--- src/rtl/sdram_port_arbiter.sv ---
// Two-client arbiter sharing one SDRAM controller port; one read burst or write in flight.
// Define SDRAM_ARB_ROUND_ROBIN_EN for round-robin tie-breaking; default is fixed priority (client 0 wins).
module sdram_port_arbiter #(
    parameter int BURST_BEATS = 8
) (
    input  logic        clk,
    input  logic        reset,
    input  logic        c0_req,
    input  logic        c0_rw,
    input  logic [31:0] c0_addr,
    input  logic [15:0] c0_wdata,
    input  logic        c1_req,
    input  logic        c1_rw,
    input  logic [31:0] c1_addr,
    input  logic [15:0] c1_wdata,
    output logic        c0_ack,
    output logic        c1_ack,
    output logic        c0_fill,
    output logic        c1_fill,
    output logic [15:0] rdata,
    output logic        sdram_req,
    output logic        sdram_rw,
    output logic [31:0] sdram_addr,
    output logic [15:0] sdram_wdata,
    input  logic        sdram_ack,
    input  logic        sdram_fill,
    input  logic [15:0] sdram_rdata,
    output logic        busy,
    output logic        protocol_err,
    output logic [1:0]  fsm_state
);

    localparam int CW = $clog2(BURST_BEATS);
    localparam logic [CW-1:0] LAST_BEAT = CW'(BURST_BEATS - 1);

    localparam logic [1:0] IDLE     = 2'd0;
    localparam logic [1:0] RD_WAIT  = 2'd1;
    localparam logic [1:0] RD_BURST = 2'd2;
    localparam logic [1:0] WR_WAIT  = 2'd3;

    logic [1:0]    state;
    logic          grant;
    logic [CW-1:0] beat_cnt;
    logic          pick;
    logic          sel_rw;
    logic [31:0]   sel_addr;
    logic [15:0]   sel_wdata;
    logic          in_read;
    logic          stray;

    always_comb begin
        pick = 1'b0;
`ifdef SDRAM_ARB_ROUND_ROBIN_EN
        if (c0_req && c1_req) begin
            pick = ~grant;
        end else begin
            pick = !c0_req;
        end
`else
        pick = !c0_req;
`endif
    end

    assign sel_rw    = pick ? c1_rw    : c0_rw;
    assign sel_addr  = pick ? c1_addr  : c0_addr;
    assign sel_wdata = pick ? c1_wdata : c0_wdata;

    assign in_read   = (state == RD_WAIT) || (state == RD_BURST);
    assign busy      = (state != IDLE);
    assign fsm_state = state;
    assign rdata     = sdram_rdata;
    assign c0_fill   = sdram_fill && in_read && !grant;
    assign c1_fill   = sdram_fill && in_read &&  grant;

    // Any strobe the current state cannot legally receive; never forwarded.
    assign stray = ((state == IDLE) && (sdram_fill || sdram_ack)) ||
                   (in_read && sdram_ack) ||
                   ((state == WR_WAIT) && sdram_fill);

    always_ff @(posedge clk) begin
        if (reset) begin
            state        <= IDLE;
            grant        <= 1'b1;
            beat_cnt     <= '0;
            sdram_req    <= 1'b0;
            sdram_rw     <= 1'b1;
            sdram_addr   <= '0;
            sdram_wdata  <= '0;
            c0_ack       <= 1'b0;
            c1_ack       <= 1'b0;
            protocol_err <= 1'b0;
        end else begin
            c0_ack <= 1'b0;
            c1_ack <= 1'b0;
            if (stray) begin
                protocol_err <= 1'b1;
            end
            case (state)
                IDLE: begin
                    if (c0_req || c1_req) begin
                        grant       <= pick;
                        sdram_req   <= 1'b1;
                        sdram_rw    <= sel_rw;
                        sdram_addr  <= sel_addr;
                        sdram_wdata <= sel_wdata;
                        state       <= sel_rw ? RD_WAIT : WR_WAIT;
                    end
                end
                RD_WAIT: begin
                    if (sdram_fill) begin
                        sdram_req <= 1'b0;
                        beat_cnt  <= CW'(1);
                        state     <= RD_BURST;
                    end
                end
                RD_BURST: begin
                    // Exit on the last beat, so the counter never wraps.
                    if (sdram_fill) begin
                        if (beat_cnt == LAST_BEAT) begin
                            state <= IDLE;
                        end else begin
                            beat_cnt <= beat_cnt + CW'(1);
                        end
                    end
                end
                WR_WAIT: begin
                    if (sdram_ack) begin
                        sdram_req <= 1'b0;
                        if (grant) begin
                            c1_ack <= 1'b1;
                        end else begin
                            c0_ack <= 1'b1;
                        end
                        state <= IDLE;
                    end
                end
                default: state <= IDLE;
            endcase
        end
    end

endmodule

--- config.mk ---
export PLATFORM = sky130hd
export DESIGN_NAME = sdram_port_arbiter
export DESIGN_NICKNAME = d
export VERILOG_FILES = /design/src/rtl/sdram_port_arbiter.sv
export SDC_FILE = /design/constraint.sdc
export NUM_CORES = 1
export LEC_CHECK = 0
export CAP_MARGIN = 10
export CORE_MARGIN = 2
export CORE_UTILIZATION = 35
export DETAILED_ROUTE_END_ITERATION = 16
export GPL_TIMING_DRIVEN = 0
export HOLD_SLACK_MARGIN = 0.03
export PLACE_DENSITY = 0.77
export SYNTH_ARGS = -nofsm -noshare
export SYNTH_HDL_FRONTEND = slang
export SYNTH_SLANG_ARGS = --single-unit
--- constraint.sdc ---
create_clock -name clk -period 3.4 [get_ports clk]
set_input_delay 0.68 -clock clk [delete_from_list [all_inputs] [get_ports clk]]
set_output_delay 0.68 -clock clk [all_outputs]
set_load 0.01 [all_outputs]
==> flow_summary.html <==
<table>
<tr><th>Metric</th><th>Value</th></tr>
<tr><th colspan="2">Clock network</th></tr>
<tr><td>Max Buffers Root-to-Sink</td><td>2</td></tr>
<tr><td>Sink Count</td><td>59</td></tr>
<tr><td>Worst-Skew Late Latency</td><td>330 ps</td></tr>
<tr><td>Register clock-pin slew on the reported worst setup and hold paths</td><td>70 ps</td></tr>
<tr><td>Root buf cell</td><td>sky130_fd_sc_hd__clkbuf_8</td></tr>
<tr><td>Count of buffers added by post-CTS timing repair for setup</td><td>0</td></tr>
<tr><td>Number of CTS-inserted buffers</td><td>9</td></tr>
<tr><td>Count of hold-fix buffers inserted at cts</td><td>0</td></tr>
<tr><td>Post-CTS sizing</td><td>0</td></tr>
<tr><td>CTS HTree Levels</td><td>3</td></tr>
<tr><td>Clock tree from TritonCTS</td><td>done</td></tr>
<tr><th colspan="2">Drt</th></tr>
<tr><td>Detailed Routing Iterations Pass 1</td><td>4</td></tr>
<tr><td>Vias</td><td>2908</td></tr>
<tr><td>Via density per instance</td><td>just under 5</td></tr>
<tr><td>Residual antenna-violating net count after detailed routing</td><td>0</td></tr>
<tr><td># DRC</td><td>0</td></tr>
<tr><td>WL/cell</td><td>15.3 um</td></tr>
<tr><td>Total Routed Length</td><td>9.14 mm</td></tr>
<tr><td>Iteration-0 DRC Markers</td><td>36</td></tr>
<tr><th colspan="2">Worst setup path</th></tr>
<tr><td>Data arrival time of the critical path</td><td>2050 ps</td></tr>
<tr><td>Worst path buffer plus inverter count</td><td>2</td></tr>
<tr><td>Biggest fanout along the worst timing path</td><td>8</td></tr>
<tr><td>Cell family contributing the most delay on the critical path</td><td>buffers and inverters</td></tr>
<tr><td>Crit path required time</td><td>2720 ps</td></tr>
<tr><td>Delay of the slowest critical-path stage</td><td>630 ps</td></tr>
<tr><td>Capturing element type of the critical path</td><td>output port</td></tr>
<tr><td>Kind of critical path</td><td>input pin to output port</td></tr>
<tr><td>Most numerous cell on the critical path</td><td>sky130_fd_sc_hd__clkdlybuf4s50_1</td></tr>
<tr><td>Series of cell instances along the critical path</td><td>clkdlybuf4s50_1 &gt; and3_1 &gt; clkdlybuf4s50_1</td></tr>
<tr><td>Type of origin of the critical path</td><td>input pin</td></tr>
<tr><td>Cell type of the slowest stage on the worst timing path</td><td>sky130_fd_sc_hd__clkdlybuf4s50_1</td></tr>
<tr><th colspan="2">Min path</th></tr>
<tr><td>Hold Crit Class</td><td>flop to flop</td></tr>
<tr><th colspan="2">Timing</th></tr>
<tr><td>Transition time of the tightest slew-check pin</td><td>708 ps</td></tr>
<tr><td>Total of endpoints with negative setup slack in the final report</td><td>0</td></tr>
<tr><td>Relative slew slack</td><td>a little over half</td></tr>
<tr><td>Worst clock skew</td><td>6.08 ps</td></tr>
<tr><td>Fin worst setup slack</td><td>just under 700 ps</td></tr>
<tr><td>Final Cycle Share</td><td>80.2%</td></tr>
<tr><td>Setup TNS</td><td>0 ps</td></tr>
<tr><td>Count of final hold-check violations</td><td>0</td></tr>
<tr><td>Final critical path time including I/O delays and setup</td><td>2730 ps</td></tr>
<tr><td>Final Max Tran Viols</td><td>0</td></tr>
<tr><td>Unrepaired setup endpoints after global routing</td><td>no</td></tr>
<tr><td>Max Freq</td><td>about 370 MHz</td></tr>
<tr><th colspan="2">Layout</th></tr>
<tr><td>Design Area, Final</td><td>5170 um2</td></tr>
<tr><td>Signed area change from the synthesized netlist to the final layout</td><td>68.5%</td></tr>
<tr><td>Post-route non-filler standard cell count</td><td>599</td></tr>
<tr><td>Most common cell after layout, fill and taps aside</td><td>sky130_fd_sc_hd__clkdlybuf4s50_1</td></tr>
<tr><td>Number of nets in the final layout</td><td>613</td></tr>
<tr><td>Fillers</td><td>769</td></tr>
<tr><td>Most frequent cells in the layout</td><td>176 x sky130_fd_sc_hd__clkdlybuf4s50_1, 59 x sky130_fd_sc_hd__dfxtp_1, 49 x sky130_fd_sc_hd__nor2_1, 49 x sky130_fd_sc_hd__mux2i_1, 40 x sky130_fd_sc_hd__a211oi_2</td></tr>
<tr><td>Number of antenna cells inserted</td><td>0</td></tr>
<tr><td>Fraction of layout cells with a size suffix above 1</td><td>18.7%</td></tr>
<tr><th colspan="2">GRT</th></tr>
<tr><td>Largest net degree at the start of global routing</td><td>12</td></tr>
<tr><td>GRT overflow</td><td>0</td></tr>
<tr><td>First-pass GRT wire length</td><td>14.5 mm</td></tr>
<tr><td>Number of antenna violations at the first check in global routing</td><td>0</td></tr>
<tr><td>Vias in the first global route</td><td>2974</td></tr>
<tr><td>GRT Resource Usage Total</td><td>19.0%</td></tr>
<tr><th colspan="2">Die</th></tr>
<tr><td>Total number of placement rows</td><td>34</td></tr>
<tr><td>Die footprint</td><td>9530 um2</td></tr>
<tr><td>Core footprint</td><td>8590 um2</td></tr>
<tr><td>Initial Utilization</td><td>35.7%</td></tr>
<tr><td>Height of the die</td><td>97.6 um</td></tr>
<tr><td>I/O pins</td><td>194</td></tr>
<tr><td>Horizontal die dimension</td><td>between 90 and 100 um</td></tr>
<tr><th colspan="2">Synth</th></tr>
<tr><td>Post-synthesis async set-or-reset flop share</td><td>0%</td></tr>
<tr><td>Mean instance size in the synthesized netlist</td><td>10.3 um2</td></tr>
<tr><td>Count of state elements after synthesis</td><td>59</td></tr>
<tr><td>Post-Syn Nets</td><td>426</td></tr>
<tr><td>Unique masters post-synth</td><td>36</td></tr>
<tr><td>Total standard cell area after synthesis</td><td>3070 um2</td></tr>
<tr><td>Post-synth EDFFs</td><td>0</td></tr>
<tr><td>Proportion of synthesized chip area in sequential cells</td><td>38.5%</td></tr>
<tr><td>Synth Warn #</td><td>0</td></tr>
<tr><td>Cells after Synth</td><td>299</td></tr>
<tr><td>Main synth FF type</td><td>sky130_fd_sc_hd__dfxtp_1</td></tr>
<tr><th colspan="2">Placed design</th></tr>
<tr><td>Routability congestion estimate from global placement</td><td>a little over 0.8</td></tr>
<tr><td>Placed wire-length estimate</td><td>7.33 mm</td></tr>
<tr><td>Pre-CTS setup slack</td><td>698 ps</td></tr>
<tr><td>Post-DP Area</td><td>4960 um2</td></tr>
<tr><td>Placed instance count</td><td>583</td></tr>
<tr><td>Total of buffers placed on input and output ports</td><td>176</td></tr>
<tr><th colspan="2">Power</th></tr>
<tr><td>Net Sw Frac</td><td>approximately 36%</td></tr>
<tr><td>Maximum resistive drop on vdd</td><td>0.388 mV</td></tr>
<tr><td>Internal power consumption</td><td>2210 uW</td></tr>
<tr><td>PwrDens</td><td>672 nW/um2</td></tr>
<tr><td>Leakage power</td><td>0.00207 uW</td></tr>
<tr><td>Part of the power in registers</td><td>between 20 and 30%</td></tr>
<tr><td>Switching Power</td><td>1270 uW</td></tr>
<tr><td>Combinational power share</td><td>51.9%</td></tr>
<tr><td>Clock group share of total power</td><td>18.3%</td></tr>
<tr><th colspan="2">Run</th></tr>
<tr><td>Max cap viols</td><td>0</td></tr>
<tr><th colspan="2">Run status</th></tr>
<tr><td>Status</td><td>completed</td></tr>
</table>
==> cell usage after synthesis, types with 2 or more instances <==
library cell	count	area share (%)
sky130_fd_sc_hd__nor2b_1	3	0.61
sky130_fd_sc_hd__mux2i_1	49	16
sky130_fd_sc_hd__nor3b_1	2	0.49
sky130_fd_sc_hd__nand2b_1	2	0.41
sky130_fd_sc_hd__nor4_1	2	0.41
sky130_fd_sc_hd__dfxtp_1	59	39
sky130_fd_sc_hd__buf_4	17	4.2
sky130_fd_sc_hd__nand2_1	6	0.73
sky130_fd_sc_hd__ha_1	7	2.9
sky130_fd_sc_hd__o21ai_1	2	0.33
sky130_fd_sc_hd__a21oi_1	5	0.82
sky130_fd_sc_hd__o211ai_1	2	0.49
sky130_fd_sc_hd__inv_1	4	0.49
sky130_fd_sc_hd__nand3_1	2	0.33
sky130_fd_sc_hd__nor3_1	2	0.33
sky130_fd_sc_hd__a211oi_1	9	2.2
sky130_fd_sc_hd__nor2_1	49	6.0
sky130_fd_sc_hd__buf_6	6	2.2
sky130_fd_sc_hd__nand3b_1	2	0.49
sky130_fd_sc_hd__a211oi_2	40	16
sky130_fd_sc_hd__clkbuf_1	2	0.24
sky130_fd_sc_hd__buf_1	2	0.24
sky130_fd_sc_hd__buf_2	12	2.0
==> metrics by stage <==
step | power (uW) | hold WS, ps | utilization, %
2_1_floorplan | 2060 | 450 | -
3_3_place_gp | 2810 | 478 | 57.8
3_5_place_dp | 2870 | 481 | 57.8
4_1_cts | 3520 | 494 | 60.1
5_1_grt | 3690 | 521 | 60.1
6_report | 3470 | 493 | 60.1
==> metal layers <==
layer | vias to the layer above | global-route usage [%] | share of wire [%]
met1 | 1332 | 21.5 | 40
met3 | 17 | 5.90 | 7.9
met4 | 0 | 8.23 | 2.6
met2 | 128 | 33.0 | 49
met5 | - | 0 | 0
li1 | 1431 | - | -
==> layout make-up <==
class / instances / area, um2 / share of cell area, %
inverters: 4 / 15.0 / 0.291
plain buffers: 39 / 270 / 5.23
clock buffers: 10 / 138 / 2.66
repair buffers: 176 / 1760 / 34.1
flip-flops and latches: 59 / 1180 / 22.9
well taps: 108 / 135 / 2.62
multi-input cells: 197 / 1600 / 31.0
clock inverters: 6 / 65.1 / 1.26
==> kinds of logic after synthesis <==
logic type / share of synthesized area (%)
multiplexers: 16.4
buffers and inverters: 9.30
flip-flops: 38.5
adder cells (fa/ha/maj): 2.86
AO/OA/AOI/OAI: 22.0
AND/OR/NAND/NOR: 11.0
==> final timing paths <==
path	start	to	cells after the start	slack (ps)
worst min register to register	grant	c0_ack	1	490
worst min-delay path	grant	c0_ack	1	490
worst max-delay path	sdram_fill	c1_fill	3	670
worst max register to register	fsm_state[0]	fsm_state[0]	5	1580
==> power by group through the flow <==
stage	Sequential, uW	Combinational [uW]	Clock [uW]
6_report	1040	1800	636
2_1_floorplan	1140	924	0
5_1_grt	1070	1940	688
3_5_place_dp	1050	1820	0
4_1_cts	1040	1830	653
3_3_place_gp	1040	1770	0
==> registers in the layout (all words and copies together) (netlist names) <==
name / count
sdram_addr: 32
sdram_wdata: 16
beat_cnt: 3
fsm_state: 2
c0_ack: 1
c1_ack: 1
grant: 1
protocol_err: 1
sdram_req: 1
sdram_rw: 1
No activity file was read; power rests on OpenSTA's default activity.
